$ cat src/rtl/dco_ctrl_pkg.sv
// rtl/dco_ctrl_pkg.sv - shared types and constants for the DCO code controller
package dco_ctrl_pkg;

    localparam int CODE_W = 7;
    localparam int N_TAPS = 128;

    localparam logic [CODE_W-1:0] SEARCH_START = 7'd64;
    localparam logic [CODE_W-1:0] SEARCH_STEP0 = 7'd32;
    localparam logic [CODE_W-1:0] CODE_MAX     = 7'd127;

    typedef enum logic [1:0] {
        IDLE,
        SEARCH,
        TRACK,
        LOCK
    } dco_state_e;

endpackage

$ cat src/rtl/dco_therm_enc.sv
// rtl/dco_therm_enc.sv - combinational 7-bit code to 128-tap thermometer decode
module dco_therm_enc
    import dco_ctrl_pkg::*;
(
    input  logic [CODE_W-1:0] code,
    output logic [N_TAPS-1:0] therm
);

    // Tap 0 is always on, so code 0 still drives one stage.
    always_comb begin
        therm = '0;
        for (int i = 0; i < N_TAPS; i++) begin
            therm[i] = (CODE_W'(i) <= code);
        end
    end

endmodule

$ cat src/rtl/dco_code_ctrl.sv
// rtl/dco_code_ctrl.sv - ADPLL DCO code loop: SAR coarse search, +/-1 tracking, lock (option: DCO_CTRL_MANUAL_EN)
module dco_code_ctrl
    import dco_ctrl_pkg::*;
#(
    parameter int SETTLE_CYC = 4,
    parameter int LOCK_CNT   = 8
) (
    input  logic              clk,
    input  logic              reset_,
    input  logic              start,
    input  logic              up,
    input  logic              dn,
`ifdef DCO_CTRL_MANUAL_EN
    input  logic              man_en,
    input  logic [CODE_W-1:0] man_code,
`endif
    output logic [CODE_W-1:0] code,
    output logic [N_TAPS-1:0] therm,
    output logic              dco_en,
    output logic              busy,
    output logic              locked
);

    dco_state_e        state_q, state_d;
    logic [CODE_W-1:0] code_q, code_d;
    logic [N_TAPS-1:0] therm_q, therm_d;
    logic [CODE_W-1:0] step_q, step_d;
    logic [7:0]        settle_q, settle_d;
    logic [7:0]        rev_q, rev_d;
    logic              dir_valid_q, dir_valid_d;
    logic              dir_up_q, dir_up_d;
    logic              dco_en_q, dco_en_d;
    logic              busy_q, busy_d;
    logic              locked_q, locked_d;

    logic       mv_up, mv_dn, window_done, same_dir, rev_dir;
    logic [7:0] rev_inc;

    assign mv_up       = up & ~dn;
    assign mv_dn       = dn & ~up;
    assign window_done = (settle_q == 8'(SETTLE_CYC));
    assign same_dir    = dir_valid_q & (dir_up_q == mv_up);
    assign rev_dir     = dir_valid_q & (dir_up_q != mv_up);
    assign rev_inc     = rev_q + 8'd1;

    // therm is decoded from the next code so both registers change together.
    dco_therm_enc u_therm_enc (
        .code  (code_d),
        .therm (therm_d)
    );

    always_comb begin
        state_d     = state_q;
        code_d      = code_q;
        step_d      = step_q;
        settle_d    = settle_q;
        rev_d       = rev_q;
        dir_valid_d = dir_valid_q;
        dir_up_d    = dir_up_q;
        dco_en_d    = dco_en_q;
        busy_d      = busy_q;
        locked_d    = locked_q;

        if (!start) begin
            state_d  = IDLE;
            dco_en_d = 1'b0;
            busy_d   = 1'b0;
            locked_d = 1'b0;
        end else begin
            case (state_q)
                IDLE: begin
                    state_d     = SEARCH;
                    code_d      = SEARCH_START;
                    step_d      = SEARCH_STEP0;
                    settle_d    = '0;
                    rev_d       = '0;
                    dir_valid_d = 1'b0;
                    dco_en_d    = 1'b1;
                    busy_d      = 1'b1;
                    locked_d    = 1'b0;
                end
                SEARCH: begin
                    if (!window_done) begin
                        settle_d = settle_q + 8'd1;
                    end else begin
                        settle_d = '0;
                        code_d   = mv_up ? code_q + step_q : code_q - step_q;
                        step_d   = step_q >> 1;
                        if (step_q == 7'd1) begin
                            state_d     = TRACK;
                            busy_d      = 1'b0;
                            rev_d       = '0;
                            dir_valid_d = 1'b0;
                        end
                    end
                end
                default: begin
                    if (!window_done) begin
                        settle_d = settle_q + 8'd1;
                    end else begin
                        settle_d = '0;
                        if (mv_up || mv_dn) begin
                            // A saturated request still registers as a move.
                            if (mv_up && code_q != CODE_MAX) code_d = code_q + 7'd1;
                            if (mv_dn && code_q != '0)       code_d = code_q - 7'd1;
                            dir_valid_d = 1'b1;
                            dir_up_d    = mv_up;
                            if (state_q == TRACK) begin
                                if (same_dir) begin
                                    rev_d = '0;
                                end else if (rev_dir) begin
                                    rev_d = rev_inc;
                                    if (rev_inc == 8'(LOCK_CNT)) begin
                                        state_d  = LOCK;
                                        locked_d = 1'b1;
                                    end
                                end
                            end else if (same_dir) begin
                                state_d  = TRACK;
                                locked_d = 1'b0;
                                rev_d    = '0;
                            end
                        end
                    end
                end
            endcase
        end

`ifdef DCO_CTRL_MANUAL_EN
        if (man_en) begin
            state_d  = IDLE;
            code_d   = man_code;
            settle_d = '0;
            dco_en_d = 1'b1;
            busy_d   = 1'b0;
            locked_d = 1'b0;
        end
`endif
    end

    always_ff @(posedge clk or posedge reset_) begin
        if (reset_) begin
            state_q     <= IDLE;
            code_q      <= '0;
            therm_q     <= {{(N_TAPS-1){1'b0}}, 1'b1};
            step_q      <= SEARCH_STEP0;
            settle_q    <= '0;
            rev_q       <= '0;
            dir_valid_q <= 1'b0;
            dir_up_q    <= 1'b0;
            dco_en_q    <= 1'b0;
            busy_q      <= 1'b0;
            locked_q    <= 1'b0;
        end else begin
            state_q     <= state_d;
            code_q      <= code_d;
            therm_q     <= therm_d;
            step_q      <= step_d;
            settle_q    <= settle_d;
            rev_q       <= rev_d;
            dir_valid_q <= dir_valid_d;
            dir_up_q    <= dir_up_d;
            dco_en_q    <= dco_en_d;
            busy_q      <= busy_d;
            locked_q    <= locked_d;
        end
    end

    assign code   = code_q;
    assign therm  = therm_q;
    assign dco_en = dco_en_q;
    assign busy   = busy_q;
    assign locked = locked_q;

endmodule

$ cat config.mk
export PLATFORM = sky130hd
export DESIGN_NAME = dco_code_ctrl
export DESIGN_NICKNAME = d
export VERILOG_FILES = /design/src/rtl/dco_ctrl_pkg.sv /design/src/rtl/dco_therm_enc.sv /design/src/rtl/dco_code_ctrl.sv
export SDC_FILE = /design/constraint.sdc
export NUM_CORES = 1
export LEC_CHECK = 0
export ABC_AREA = 1
export CORE_MARGIN = 5
export CORE_UTILIZATION = 30
export DETAILED_ROUTE_END_ITERATION = 6
export PLACE_DENSITY_LB_ADDON = 0.1
export SLEW_MARGIN = 20
export SYNTH_ARGS = -nofsm -noshare
export SYNTH_HDL_FRONTEND = slang
export SYNTH_HIERARCHICAL = 1
export SYNTH_SLANG_ARGS = --single-unit
$ cat constraint.sdc
create_clock -name clk -period 15.5 [get_ports clk]
set_clock_uncertainty 0.05 [all_clocks]
set_input_delay 2.325 -clock clk [delete_from_list [all_inputs] [get_ports clk]]
set_output_delay 2.325 -clock clk [all_outputs]
set_load 0.1 [all_outputs]
==> flow_summary_export.csv <==
group,metric,value,unit
drt,vias_per_cell,4.52,
sta,setup_tns,0,ns
drt,drc_errors,0,
status,status,"finished, final reports clean",
clocking,cts.clk_slew.worst_paths,0.07,ns
clocking,clk_path_buf_depth,2,
sta,max_freq,157,MHz
cells_and_area,nets,980,
sta,worst_pin_slew,1.05,ns
sta,rsz0062_at_grt,"no",
drt,antenna_left,0,
sta,slew_viol_final,0,
drt,wl,22500,um
cells_and_area,area.growth.synth_to_final,30.7,%
floorplan,ioPinCount,143,
floorplan,die_w,168,um
flow_run,maxCapViolations,0,
worst_hold_path,hold_class,"reg2reg",
cells_and_area,final_util,39.9,%
clocking,cts_tree,"done",
sta,setup_viol,0,
clocking,ctsResizeCount,0,
sta,period_minus_slack,6.37,ns
worst_setup_path,cp-end-kind,"flip-flop",
logic_synthesis,syn-instance-count,808,
clocking,postCtsSetupRepairBufs,0,
worst_setup_path,worstSetupStartpointType,"primary input",
sta,slew_headroom,29.7,%
worst_setup_path,slowest_delay,0.75,ns
cells_and_area,layout-drive-gt1-share,10.7,%
logic_synthesis,avgSynthCellArea,9.22,sq um
drt,vias,5837,
placed_design,post-dp-hpwl,15800,um
global_routing,grt_max_degree,96,
sta,timing.final.crit_share,41.1,%
global_routing,antenna_found_initial,0,
worst_setup_path,arrival,6.60,ns
worst_setup_path,path_class,"in2reg",
drt,drtIter0Drc,381,
floorplan,initial_core_util,30.6,%
logic_synthesis,synth_area,7450,sq um
logic_synthesis,synth_seq_cells,164,
floorplan,core,24400,sq um
placed_design,gp_congestion,0.809,
logic_synthesis,ys_types,45,
clocking,cts.sink_count,164,
logic_synthesis,ys_seq_area_share,55.1,%
global_routing,grt_use_total,16.4,%
floorplan,dieArea,28100,sq um
worst_setup_path,critPathTopFamily,"simple AND/OR/NAND/NOR gates",
floorplan,row_count,57,
drt,drt-pass1-iter-count,5,
logic_synthesis,yosys_warnings,6,
cells_and_area,layout_commonest_cell,"dfrtp_1",
global_routing,grt_pass1_wl,36000,um
clocking,holdBufCountCts,0,
worst_setup_path,path_buf_inv,5,
clocking,insertion_delay,0.42,ns
worst_setup_path,cp_cell_sequence,"clkdlybuf4s50_1, ha_1, inv_1, nand2_1, xor2_1, ha_1, nand2_1, inv_1, nand2_1, nand2_1, nor2_1, inv_1, nand2_1, nand2_1, nand2_1, nand3_1, a21oi_2, inv_2, nor2_4, nand2_1, nand2_1, o21ai_0",
cells_and_area,n_antenna_cell,0,
global_routing,first_global_vias,6124,
logic_synthesis,syn-num-nets,835,
worst_setup_path,cp_max_fo,15,
clocking,cts-root-buf,"clkbuf_16",
worst_setup_path,cpMostUsedCell,"nand2_1",
worst_setup_path,cp.required,15.73,ns
floorplan,dieHeight,168,um
placed_design,port_buffers,142,
drt,wl_per_cell,17.4,um
global_routing,overflow,0,
cells_and_area,nFillCells,2475,
sta,finalHoldViolCount,0,
clocking,cts_max_level,4,
clocking,cts_made_buffers,17,
cells_and_area,final_cell_mix,"dfrtp_1, nand2_1, clkdlybuf4s50_1",
worst_setup_path,critical-path-slowest-cell,"a21oi_2",
## cells in the mapped netlist (all sizes together)
cell type / instances / area [sq um]
mux2i: 1 / 10.0
o32ai: 2 / 17.5
nor2: 126 / 572
nand3: 52 / 265
fa: 1 / 20.0
o21bai: 1 / 7.51
xor2: 8 / 70.1
nor3: 8 / 50.1
nand2: 166 / 699
o211ai: 2 / 15.0
nand4: 10 / 75.1
a21oi: 43 / 238
clkinv: 2 / 25.0
a31oi: 3 / 18.8
xnor2: 5 / 43.8
buf: 21 / 186
nor3b: 1 / 7.51
dfrtp: 162 / 4050
conb: 1 / 3.75
nand3b: 1 / 7.51
clkbuf: 3 / 21.3
o21ai: 56 / 284
ha: 21 / 263
dfstp: 2 / 52.6
inv: 99 / 377
o22ai: 11 / 68.8
## per-stage QoR
step	setup WS, ns	area, sq um	hold WS (ns)	std cells
after floorplan	8.69	7450	0.422	808
after global placement	8.68	9140	0.436	1258
after detailed placement	8.68	9140	0.436	1258
after CTS	9.14	9740	0.453	1290
after global routing	8.62	9740	0.473	1290
final	9.13	9740	0.446	1290
## tightest hold or removal path: cells and delay by family (launching register included)
family / cells / cell delay, ns
flops: 1 / 0.35
compound gates: 1 / 0.06
simple gates: 1 / 0.05
## path summary, 6_finish.rpt
path / end / from / cells past startpoint / slack (ns)
max in group asynchronous: busy / reset_ / 3 / 11.49
min reg2reg: locked / locked / 2 / 0.45
max: therm[71] / up / 22 / 9.13
min: locked / locked / 2 / 0.45
min in group asynchronous: therm[28] / reset_ / 2 / 2.41
max reg2reg: therm[71] / step_q[0] / 18 / 11.21
## cells by family after synthesis
logic type	after synthesis	share of synthesized area (%)
fa+ha+maj	22	3.79
flops	164	55.1
compound gates	118	8.71
simple gates	364	22.5
mux	1	0.134
xor+xnor	13	1.53
other cells	1	0.0503
buf+inv	125	8.18
## area by class of cell
cell class                      instances  area [sq um]  area share (%)
Clock inverter                         14           158            1.62
Clock buffer                           18           439            4.51
Sequential cell                       164          4110            42.2
Tap cell                              324           405            4.16
Timing Repair Buffer                  150          1480            15.2
Multi-Input combinational cell        519          2740            28.1
Inverter                              101           407            4.18
## routing by layer
metal	part of all wire (%)	vias to the layer above	track usage (%)
li1	-	2871	-
met2	47	153	25.9
met3	5.0	19	3.58
met4	1.3	0	4.62
met5	0	-	0
met1	47	2794	22.7
## registers in the layout, summed over array words and instances (netlist names)
signal and count:
therm 128, dir_up_q 1, settle_q 8, state_q 2, rev_q 8, dir_valid_q 1
busy 1, code 7, dco_en 1, locked 1, step_q 6
Power is not shown: default switching activity piles up to over one toggle a cycle in this logic, so the estimate is an artifact.
